File: config.mk
export PLATFORM = sky130hd
export DESIGN_NAME = mult_div_unit
export DESIGN_NICKNAME = d
export VERILOG_FILES = /design/src/rtl/multdiv_pkg.sv /design/src/rtl/md_iter_step.sv /design/src/rtl/mult_div_unit.sv
export SDC_FILE = /design/constraint.sdc
export NUM_CORES = 1
export LEC_CHECK = 0
export BUFFER_PORTS_ARGS = -buffer_cell sky130_fd_sc_hd__buf_2
export CORE_MARGIN = 4
export CORE_UTILIZATION = 45
export DETAILED_ROUTE_END_ITERATION = 16
export PLACE_DENSITY_LB_ADDON = 0.1
export SLEW_MARGIN = 30
export SYNTH_ARGS = -nofsm -noshare
export SYNTH_HDL_FRONTEND = slang
export SYNTH_SLANG_ARGS = --single-unit
export TNS_END_PERCENT = 30
File: constraint.sdc
create_clock -name Clk -period 4.55 [get_ports Clk]
set_input_delay 0.6825 -clock Clk [delete_from_list [all_inputs] [get_ports Clk]]
set_output_delay 0.6825 -clock Clk [all_outputs]
set_load 0.01 [all_outputs]
File: src/rtl/multdiv_pkg.sv
// Shared types and constants for the iterative multiply/divide unit.
// Operation encodings, FSM states and iteration constants.
package multdiv_pkg;

  typedef enum logic [1:0] {
    MD_MULT  = 2'b00,
    MD_DIV   = 2'b01,
    MD_MULTU = 2'b10,
    MD_DIVU  = 2'b11
  } md_op_t;

  typedef enum logic [1:0] {
    IDLE,
    CALC,
    FIX
  } md_state_t;

  localparam int          MD_ITER  = 32;
  localparam logic [31:0] MD_DZ_LO = 32'hFFFF_FFFF;

endpackage

File: src/rtl/md_iter_step.sv
// One combinational iteration of the multiply/divide engine: a shift-add
// multiply step or a restoring shift/trial-subtract divide step.
module md_iter_step #(
  parameter int WIDTH = 32
) (
  input  logic [2*WIDTH-1:0] acc,
  input  logic [WIDTH-1:0]   operand,
  input  logic               is_div,
  output logic [2*WIDTH-1:0] acc_next
);

  logic [WIDTH:0] sum;
  logic [WIDTH:0] trial;

  // trial subtracts from the upper half as it would look after the left shift
  assign sum   = {1'b0, acc[2*WIDTH-1:WIDTH]} + (acc[0] ? {1'b0, operand} : '0);
  assign trial = acc[2*WIDTH-1:WIDTH-1] - {1'b0, operand};

  always_comb begin
    acc_next = {sum, acc[WIDTH-1:1]};
    if (is_div) begin
      if (!trial[WIDTH]) acc_next = {trial[WIDTH-1:0], acc[WIDTH-2:0], 1'b1};
      else               acc_next = {acc[2*WIDTH-2:0], 1'b0};
    end
  end

endmodule

File: src/rtl/mult_div_unit.sv
// Iterative 32x32 MULT/DIV unit with HI/LO registers (IDLE -> CALC -> FIX).
// Define MULTDIV_UNSIGNED_EN to make MD_MULTU/MD_DIVU execute unsigned.
module mult_div_unit
  import multdiv_pkg::*;
#(
  parameter int WIDTH = 32
) (
  input  logic             Clk,
  input  logic             Reset,
  input  logic             start,
  input  md_op_t           op,
  input  logic [WIDTH-1:0] opA,
  input  logic [WIDTH-1:0] opB,
  output logic             busy,
  output logic             done,
  output logic             div_by_zero,
  output logic [WIDTH-1:0] hi,
  output logic [WIDTH-1:0] lo
);

  localparam int              CNT_W    = $clog2(MD_ITER);
  localparam logic [CNT_W-1:0] CNT_LAST = CNT_W'(MD_ITER - 1);

  md_state_t          state, state_next;
  logic [CNT_W-1:0]   counter;
  logic [2*WIDTH-1:0] acc, acc_next, prod_fix;
  logic [WIDTH-1:0]   mag_b, mag_a_in, mag_b_in, hi_fix, lo_fix;
  logic               is_div, neg_q, neg_r, dz_op;
  logic               signed_op, sign_a, sign_b, dz_in, accept, last, finish;

  function automatic logic [WIDTH-1:0] neg_w(input logic [WIDTH-1:0] x);
    return '0 - x;
  endfunction

  function automatic logic [2*WIDTH-1:0] neg_d(input logic [2*WIDTH-1:0] x);
    return '0 - x;
  endfunction

`ifdef MULTDIV_UNSIGNED_EN
  assign signed_op = ~op[1];
`else
  logic unused_op_sel;
  assign unused_op_sel = op[1];
  assign signed_op     = 1'b1;
`endif

  assign sign_a   = signed_op & opA[WIDTH-1];
  assign sign_b   = signed_op & opB[WIDTH-1];
  assign mag_a_in = sign_a ? neg_w(opA) : opA;
  assign mag_b_in = sign_b ? neg_w(opB) : opB;
  assign dz_in    = op[0] && (opB == '0);
  assign accept   = (state == IDLE) && start;
  assign last     = (counter == CNT_LAST);
  // divide-by-zero enters FIX with counter 0 and dwells one cycle there
  assign finish   = (state == FIX) && (!dz_op || counter != '0);

  md_iter_step #(.WIDTH(WIDTH)) u_step (
    .acc      (acc),
    .operand  (mag_b),
    .is_div   (is_div),
    .acc_next (acc_next)
  );

  always_ff @(posedge Clk) begin
    if (Reset) state <= IDLE;
    else       state <= state_next;
  end

  always_comb begin
    state_next = state;
    case (state)
      IDLE:    if (start) state_next = dz_in ? FIX : CALC;
      CALC:    if (last) state_next = FIX;
      FIX:     if (finish) state_next = IDLE;
      default: state_next = IDLE;
    endcase
  end

  always_comb begin
    prod_fix = neg_q ? neg_d(acc) : acc;
    hi_fix   = prod_fix[2*WIDTH-1:WIDTH];
    lo_fix   = prod_fix[WIDTH-1:0];
    if (is_div) begin
      if (dz_op) begin
        hi_fix = neg_r ? neg_w(acc[WIDTH-1:0]) : acc[WIDTH-1:0];
        lo_fix = MD_DZ_LO;
      end else begin
        hi_fix = neg_r ? neg_w(acc[2*WIDTH-1:WIDTH]) : acc[2*WIDTH-1:WIDTH];
        lo_fix = neg_q ? neg_w(acc[WIDTH-1:0]) : acc[WIDTH-1:0];
      end
    end
  end

  always_ff @(posedge Clk) begin
    if (Reset) begin
      busy        <= 1'b0;
      done        <= 1'b0;
      div_by_zero <= 1'b0;
      hi          <= '0;
      lo          <= '0;
      counter     <= '0;
      acc         <= '0;
      mag_b       <= '0;
      is_div      <= 1'b0;
      neg_q       <= 1'b0;
      neg_r       <= 1'b0;
      dz_op       <= 1'b0;
    end else begin
      done <= 1'b0;
      case (state)
        IDLE: if (accept) begin
          acc         <= {{WIDTH{1'b0}}, mag_a_in};
          mag_b       <= mag_b_in;
          is_div      <= op[0];
          neg_q       <= sign_a ^ sign_b;
          neg_r       <= sign_a;
          dz_op       <= dz_in;
          div_by_zero <= 1'b0;
          counter     <= '0;
        end
        CALC: begin
          acc  <= acc_next;
          busy <= 1'b1;
          if (!last) counter <= counter + 1'b1;
        end
        FIX: begin
          if (finish) begin
            hi          <= hi_fix;
            lo          <= lo_fix;
            done        <= 1'b1;
            busy        <= 1'b0;
            div_by_zero <= dz_op;
          end else begin
            counter <= counter + 1'b1;
            busy    <= 1'b1;
          end
        end
        default: busy <= 1'b0;
      endcase
    end
  end

endmodule

==> results of run 1 <==
-- registers in the layout (all words and copies together), names as in the netlist --
register / count
done: 1
neg_r: 1
mag_b: 32
busy: 1
state: 2
dz_op: 1
lo: 32
div_by_zero: 1
counter: 5
is_div: 1
hi: 32
neg_q: 1
acc: 64
-- power groups by stage --
stage | Combinational (µW) | Clock (µW) | Sequential [µW]
2_1_floorplan | 2920 | 0 | 2110
3_3_place_gp | 3920 | 0 | 2280
3_5_place_dp | 3960 | 0 | 2290
4_1_cts | 3980 | 1570 | 2260
5_1_grt | 4430 | 1620 | 2320
6_report | 4000 | 1540 | 2270
-- synthesized netlist by cell type (21+ instances only) --
cell	count	area, µm²
a211oi_1	90	676
a21o_1	22	165
a21oi_1	158	791
clkbuf_1	154	578
dfxtp_1	174	3480
ha_1	75	938
inv_1	60	225
mux2i_1	49	490
nand2_1	259	972
nand2b_1	21	131
nand3_1	29	145
nor2_1	175	657
nor3_1	31	155
o211ai_1	65	488
o21ai_0	147	736
o31ai_1	45	338
or3_1	34	213
xnor2_1	107	937
xor2_1	110	963
-- cell families (layout without fill, tap and decap cells) --
group	Yosys count	count (layout)
xor+xnor	217	217
buf+inv	224	274
fa+ha+maj	77	77
simple gates	656	656
flops	174	174
compound gates	648	648
mux	50	50
-- cell type report --
cell class / count / share of cell area, %
repair buffers: 181 / 6.30
clock inverters: 9 / 0.825
flip-flops and latches: 174 / 21.1
inverters: 61 / 1.39
multi-input cells: 1648 / 64.3
clock buffers: 23 / 2.77
well taps: 442 / 3.35
-- per-layer routing --
| layer | up-vias | GRT usage (%) | part of all wire, % |
|---|---|---|---|
| li1 | 7417 | - | - |
| met2 | 444 | 40.8 | 44 |
| met1 | 6987 | 36.3 | 46 |
| met4 | 0 | 9.96 | 3.2 |
| met5 | - | 0 | 0 |
| met3 | 76 | 3.91 | 6.1 |
-- per-stage QoR --
stage                     hold WS, ps  instance area (µm²)  cells  setup slack, ps  util, %
final                             445                16500   2538              583     50.7
after CTS                         450                16500   2538              632     50.7
after detailed placement          441                15900   2506              339     48.8
after floorplan                   448                14900   2046              697        -
after global placement            435                15900   2506              366     48.8
after global routing              472                16500   2538              203     50.7
-- final timing paths --
kind | startpoint | end | slack [ps] | cells after the start
max | acc[0] | acc[56] | 580 | 15
min reg2reg | hi[22] | hi[22] | 440 | 2
max reg2reg | acc[0] | acc[56] | 580 | 15
min | hi[22] | hi[22] | 440 | 2
-- critical path, stage by stage, from the launching register on --
cell,delay (ps)
dfxtp_1,430
inv_1,130
buf_4,390
nor2_1,80
ha_1,360
a2111oi_0,450
o21ai_0,180
nor3b_1,170
buf_4,170
a21o_1,180
a31oi_1,420
o21ai_0,240
a21oi_1,270
nor4_1,80
o21ai_0,150
o211ai_1,100
==> run summary, run 1 <==
Most used DFF post-synth: dfxtp_1
Logic pwr share: 51.3%
Design Power: 7810 µW
Post-Synthesis Cells: 2046
layout cell share with drive strength beyond 1: 11.7%
most common cell after layout, fill and taps aside: nand2_1
Worst slew margin: 41.5%
largest fanout on the critical path: 31
vias in the first global route: 13723
Seq/Total Area, Yosys: 23.4%
Die Height: 190 µm
# nets final: 2229
Multi-input gate area: 10600 µm²
sequential standard cell area: 3490 µm²
post-DR vias/cell: 5.88
WS Path Type: register to register
clk_lat worst skew: 460 ps
final wirelength: 48400 µm
Synth Area in Simple Gates: 20.3%
grt total ovfl: 0
DRC Markers: 0
CTS Hold Buffers Added: 0
first-pass GRT wire length: 75700 µm
1st-iter DRT viols: 1031
min Tclk post-route: 3970 ps
CTS tree: built
max_cap viols: 0
antenna-violating nets left: 0
clk sinks: 174
Synth Area in XOR/XNOR: 12.7%
I/O pin total: 136
Clk pwr share: 19.7%
Internal: 4220 µW
TritonRoute pass-1 iters: 6
Clock transition at path regs: 70 ps
wire per inst: 19.1 µm
CTS buffer count: 17
fill cell count: 3310
P&R area growth vs syn: 10.9%
leading cell types in the layout, fill and taps excluded: nand2_1 (259), nor2_1 (171), dfxtp_1 (170)
Power Density: 472 nW/µm²
Leak Pwr: 0.00645 µW
Post-CTS Setup Repair Bufs: 0
largest family of logic cells by synthesized area: compound AO/OA/AOI/OAI gates
hpwl dp: 36300 µm
Setup crit end kind: register
Pins Over Slew Limit: 0
Core Region: 32600 µm²
Sw Pwr: 3590 µW
Net Sw Frac: 46.0%
sequential power share: 29.0%
setup TNS: 0 ps
FF+latch count, synth: 174
die footprint: 36100 µm²
mux cell area share after synthesis: 3.44%
via count: 14924
Worst EP arrival: 4300 ps
RSZ-0062 raised after global routing: no
# port buffers: 134
antenna violations before repair: 0
yosys warns: 0
Longest Clk Path Bufs: 2
Net Count, Synth: 2192
CP required: 4880 ps
final-report hold violation count: 0
mapped cell area: 14900 µm²
# rows: 66
Hold WC Path Type: register to register
Initial Util: 45.7%
Clock Skews: 14.6 ps
Syn Area/Cell: 7.29 µm²
Setup violations, final: 0
status: finished clean
number of library cell types mapped by synthesis: 68
largest net degree at the start of global routing: 96
fin crit share: 87.2%
die width: 190 µm
H-Tree Level Count: 4
Max Freq: 252 MHz
CP startpoint kind: register
Async SR Flop Fraction: 0%
number of flops mapped to enable cells by yosys: 0
PostCTS Resize Cnt: 0
Antenna Cells: 0
GRT Total Usage: 26.1%
CTS root buffer: clkbuf_16
routability cong.: 0.901
synthesized-area fraction occupied by adder cells: 6.56%
Compound-Gate Fraction of Synth Area: 28.0%
Slew @ Worst Pin: 871 ps
Max IR drop VDD: 308 µV
No activity file was read; power rests on OpenSTA's default activity.
==> inputs of run 2 (changes only) <==
==> constraint.sdc (replaced) <==
create_clock -name Clk -period 3.4 [get_ports Clk]
set_input_delay 0.51 -clock Clk [delete_from_list [all_inputs] [get_ports Clk]]
set_output_delay 0.51 -clock Clk [all_outputs]
set_load 0.01 [all_outputs]
==> run summary, run 2 (synthesized netlist as in run 1, its figures left out) <==
fill cell count: 3186 (was 3310)
DRC Markers: 0 (unchanged)
Pins Over Slew Limit: 0 (unchanged)
leading cell types in the layout, fill and taps excluded: nand2_1 (259), nor2_1 (171), dfxtp_1 (170), buf_4 (170), a21oi_1 (156) (was nand2_1 (259), nor2_1 (171), dfxtp_1 (170))
Worst EP arrival: 3800 ps (was 4300 ps)
TritonRoute pass-1 iters: 5 (was 6)
Leak Pwr: 0.00712 µW (was 0.00645 µW)
routability cong.: 0.942 (was 0.901)
# rows: 66 (unchanged)
Design Power: 11100 µW (was 7810 µW)
final-report hold violation count: 0 (unchanged)
Slew @ Worst Pin: 822 ps (was 871 ps)
CTS tree: built (unchanged)
GR Layer Usage met2: 43.5% (was 40.8%)
largest fanout on the critical path: 4 (was 31)
post-DR vias/cell: 5.82 (was 5.88)
I/O pin total: 136 (unchanged)
Max Freq: 292 MHz
CTS root buffer: clkbuf_16 (unchanged)
WS Path Type: input port to register (was register to register)
wire per inst: 19.1 µm (about the same)
H-Tree Level Count: 4 (unchanged)
Worst slew margin: 45.2% (was 41.5%)
Hold WC Path Type: input port to register (was register to register)
max reg flops: 64 (unchanged)
fin crit share: 101%
max_cap viols: 0 (unchanged)
CP startpoint kind: input port (was register)
Power Density: 627 nW/µm² (was 472 nW/µm²)
met1 global-route usage: 38.1% (was 36.3%)
antenna-violating nets left: 0 (unchanged)
status: finished with violations (was finished clean)
setup TNS: -25.5 ps (was 0 ps)
Setup violations, final: 1 (was 0)
Setup crit end kind: register (unchanged)
grt total ovfl: 0 (unchanged)
Core Region: 32600 µm² (unchanged)
failing checks: setup timing
# port buffers: 134 (unchanged)
P&R area growth vs syn: 18.4% (was 10.9%)
1st-iter DRT viols: 1245 (was 1031)
clk sinks: 174 (unchanged)
Initial Util: 45.7% (unchanged)
antenna violations before repair: 1 (was 0)
met3 global-route usage: 3.89% (was 3.91%)
Die Height: 190 µm (unchanged)
clk_lat worst skew: 460 ps (about the same)
Reg with most FFs: acc (unchanged)
# nets final: 2356 (was 2229)
largest net degree at the start of global routing: 67 (was 96)
Clock transition at path regs: 70 ps (about the same)
Final Util: 54.1% (was 50.7%)
first-pass GRT wire length: 78500 µm (was 75700 µm)
most common cell after layout, fill and taps aside: nand2_1 (unchanged)
final wirelength: 51000 µm (was 48400 µm)
GRT Total Usage: 27.2% (was 26.1%)
CTS buffer count: 17 (unchanged)
post-route setup slack: -25.5 ps (was 583 ps)
Max IR drop VDD: 403 µV (was 308 µV)
die footprint: 36100 µm² (unchanged)
Antenna Cells: 0 (unchanged)
hpwl dp: 39400 µm (was 36300 µm)
Longest Clk Path Bufs: 2 (unchanged)
GR peak layer: met2 (unchanged)
layout cell share with drive strength beyond 1: 17.7% (was 11.7%)
vias in the first global route: 14224 (was 13723)
min Tclk post-route: 3430 ps
die width: 190 µm (unchanged)
RSZ-0062 raised after global routing: yes (was no)
Placement Cell Area: 16900 µm² (was 15900 µm²)
CP required: 3770 ps (was 4880 ps)
via count: 15501 (was 14924)
Clock Skews: 12.8 ps (was 14.6 ps)
final std cell area, no fill: 17700 µm² (was 16500 µm²)
## run 2: changes by cell type in the layout (fill, tap and decap cells not counted), sizes merged
cell / delta
buf: +127
clkinvlp: -1
clkbuf: -2
inv: +4
clkinv: -1
## run 2: through the flow
step | worst slack (ps) | hold slack (ps) | cells
2_1_floorplan | -280 | 448 | 2046
3_3_place_gp | -516 | 439 | 2631
3_5_place_dp | -546 | 445 | 2631
4_1_cts | -26.4 | 290 | 2663
5_1_grt | -156 | 330 | 2665
6_report | -25.5 | 300 | 2665
## run 2: worst max-delay path: stages
cell and delay [ps]:
buf_6 90, or4_4 520, or3_4 370, or3_4 390, or4_4 430, or4_4 440, or4_4 480, o41ai_4 230
xor2_1 100, a211oi_1 230
## run 2: final timing paths
| path | slack [ps] | depth (start not counted) | endpoint | start |
|---|---|---|---|---|
| max reg2reg | 60 | 14 | acc[56] | acc[0] |
| min reg2reg | 450 | 2 | hi[13] | hi[13] |
| min | 300 | 3 | is_div | op[0] |
| max | -30 | 10 | mag_b[27] | opB[4] |
## run 2: report_power, final
group	internal [µW]	switching, µW	total, µW	leakage, µW
combinational	2320	3750	6080	0.00540
clock	1200	915	2120	0.000299
sequential	2490	376	2870	0.00142
## run 2: area by class of cell
class | count | area, µm² | share of cell area [%]
clock inverter | 11 | 153 | 0.865
sequential | 174 | 3490 | 19.8
multi-input combinational | 1648 | 10700 | 60.7
timing repair buffer | 308 | 2050 | 11.6
clock buffer | 21 | 460 | 2.61
inverter | 61 | 229 | 1.30
tap | 442 | 553 | 3.13
## run 2: what timing repair did
| action | 4_1_cts | 5_1_grt |
|---|---|---|
| hold endpoints to repair | 0 | 0 |
| resized for setup | 3 | 27 |
| buffers inserted | 0 | 2 |
| endpoints found under the setup margin | 3 | 36 |
| hold buffers | 0 | 0 |
| pin swaps | 0 | 2 |
## run 2: routing by layer
layer | part of all wire (%) | up-vias
met1 | 46 | 7251
li1 | - | 7680
met2 | 45 | 491
met5 | 0 | -
met4 | 2.6 | 0
met3 | 6.4 | 79
==> inputs of run 3 (changes only) <==
==> constraint.sdc (replaced) <==
create_clock -name Clk -period 3.4 [get_ports Clk]
set_input_delay 0.68 -clock Clk [delete_from_list [all_inputs] [get_ports Clk]]
set_output_delay 0.68 -clock Clk [all_outputs]
set_load 0.01 [all_outputs]
==> run summary, run 3 (synthesized netlist as in run 1, its figures left out) <==
CTS tree: built (unchanged)
Clock transition at path regs: 70 ps (about the same)
# rows: 66 (unchanged)
setup TNS: -526 ps (was -25.5 ps)
vias in the first global route: 14447 (was 14224)
1st-iter DRT viols: 1213 (was 1245)
Antenna Cells: 0 (unchanged)
pre-CTS WS: -737 ps (was -546 ps)
Logic pwr share: 56.3% (was 54.9%)
antenna-violating nets left: 0 (unchanged)
RSZ-0062 raised after global routing: yes (unchanged)
CTS Hold Buffers Added: 0 (unchanged)
largest net degree at the start of global routing: 71 (was 67)
die footprint: 36100 µm² (unchanged)
most common cell after layout, fill and taps aside: nand2_1 (unchanged)
layout cell share with drive strength beyond 1: 18.7% (was 17.7%)
H-Tree Level Count: 4 (unchanged)
post-DR vias/cell: 5.79 (was 5.82)
die width: 190 µm (unchanged)
Pins Over Slew Limit: 0 (unchanged)
GR Layer Usage met2: 43.2% (was 43.5%)
Setup violations, final: 5 (was 1)
wire per inst: 19.5 µm (was 19.1 µm)
Leak Pwr: 0.00719 µW (was 0.00712 µW)
reg2reg start: acc[43] (was acc[0])
fin crit share: 105% (was 101%)
Clock Skews: 17.0 ps (was 12.8 ps)
CP startpoint kind: input port (unchanged)
WS Path Type: input port to register (unchanged)
routability cong.: 0.945 (was 0.942)
Internal: 5860 µW (was 6020 µW)
leading cell types in the layout, fill and taps excluded: nand2_1 (257), buf_4 (189), nor2_1 (171) (was nand2_1 (259), nor2_1 (171), dfxtp_1 (170), buf_4 (170), a21oi_1 (156))
GR peak layer: met2 (unchanged)
FF-to-FF path depth: 12 (was 14)
Max IR drop VDD: 365 µV (was 403 µV)
# nets final: 2374 (was 2356)
Initial Util: 45.7% (unchanged)
largest fanout on the critical path: 4 (unchanged)
Power Density: 618 nW/µm² (was 627 nW/µm²)
Sw Pwr: 5120 µW (was 5040 µW)
GRT Total Usage: 28.1% (was 27.2%)
met3 global-route usage: 4.77% (was 3.89%)
max reg flops: 64 (unchanged)
final std cell area, no fill: 17800 µm² (was 17700 µm²)
Setup crit end kind: register (unchanged)
Longest Clk Path Bufs: 2 (unchanged)
Max Freq: 280 MHz (was 292 MHz)
Worst EP arrival: 3930 ps (was 3800 ps)
TritonRoute pass-1 iters: 8 (was 5)
Die Height: 190 µm (unchanged)
Slew @ Worst Pin: 870 ps (was 822 ps)
failing checks: setup timing (unchanged)
antenna violations before repair: 1 (unchanged)
Clk pwr share: 17.9% (was 19.2%)
max_cap viols: 0 (unchanged)
via count: 15525 (was 15501)
Worst Setup EP: mag_b[27] (unchanged)
final wirelength: 52300 µm (was 51000 µm)
status: finished with violations (unchanged)
Worst slew margin: 42.0% (was 45.2%)
CP required: 3760 ps (was 3770 ps)
Placement Cell Area: 17000 µm² (was 16900 µm²)
Net Sw Frac: 46.7% (was 45.6%)
min Tclk post-route: 3570 ps (was 3430 ps)
Core Region: 32600 µm² (unchanged)
CP startpoint: opB[4] (unchanged)
clk sinks: 174 (unchanged)
CTS root buffer: clkbuf_16 (unchanged)
P&R area growth vs syn: 19.1% (was 18.4%)
I/O pin total: 136 (unchanged)
post-route setup slack: -170 ps (was -25.5 ps)
hpwl dp: 40800 µm (was 39400 µm)
DRC Markers: 0 (unchanged)
RR Endpoint: hi[30] (was acc[56])
FF-to-FF setup slack: 40 ps (was 60 ps)
CTS buffer count: 17 (unchanged)
final-report hold violation count: 0 (unchanged)
Hold WC Path Type: register to register (was input port to register)
first-pass GRT wire length: 80700 µm (was 78500 µm)
Reg with most FFs: acc (unchanged)
grt total ovfl: 0 (unchanged)
# port buffers: 134 (unchanged)
sequential power share: 25.8% (was 25.9%)
met1 global-route usage: 40.2% (was 38.1%)
clk_lat worst skew: 460 ps (about the same)
[run 3: power groups by stage]
stage          clock network (µW)  logic, µW  registers [µW]
3_3_place_gp                    0       5980            2860
5_1_grt                      2070       6740            2890
4_1_cts                      2010       6060            2820
3_5_place_dp                    0       6030            2870
2_1_floorplan                   0       3900            2830
6_report                     1960       6190            2830
[run 3: what timing repair did]
item	4_1_cts	5_1_grt
endpoints found under the setup margin	9	42
buffers inserted	3	3
resized for setup	9	33
endpoints found under the hold margin	0	0
pin swaps	3	10
[run 3: worst min-delay path by stage]
stage               end  slack, ps     start  cells after the start
2_1_floorplan  mag_b[0]        450  mag_b[0]                      2
3_3_place_gp     hi[13]        440    hi[13]                      2
3_5_place_dp      hi[7]        450     hi[7]                      2
4_1_cts           hi[7]        450     hi[7]                      2
5_1_grt          hi[17]        470    hi[17]                      2
6_report          hi[7]        450     hi[7]                      2
[run 3: final cells by class]
class	instances	area, µm²
Fill cell	3228	14900
Multi-Input combinational cell	1648	10800
Sequential cell	174	3490
Timing Repair Buffer	326	2150
Tap cell	442	553
Clock buffer	21	460
Inverter	61	229
Clock inverter	11	109
[run 3: metal layers]
| metal | wire, µm | share of wire (%) |
|---|---|---|
| met5 | 0 | 0 |
| met4 | 1350 | 2.6 |
| met3 | 3960 | 7.6 |
| met2 | 22700 | 43 |
| met1 | 24300 | 46 |
[run 3: critical path, stage by stage]
cell      delay, ps
buf_6            90
or4_4           520
or3_4           340
or3_4           380
or4_4           430
or4_4           430
or4_4           470
o41ai_2         240
xor2_1          110
a211oi_1        220
[run 3: per-stage QoR]
stage	util (%)	std cells	hold slack, ps	total power, µW
after global routing	54.4	2683	473	11700
after global placement	52.0	2645	441	8840
final	54.4	2683	449	11000
after CTS	54.0	2680	454	10900
after floorplan	-	2046	448	6730
after detailed placement	52.0	2645	446	8900
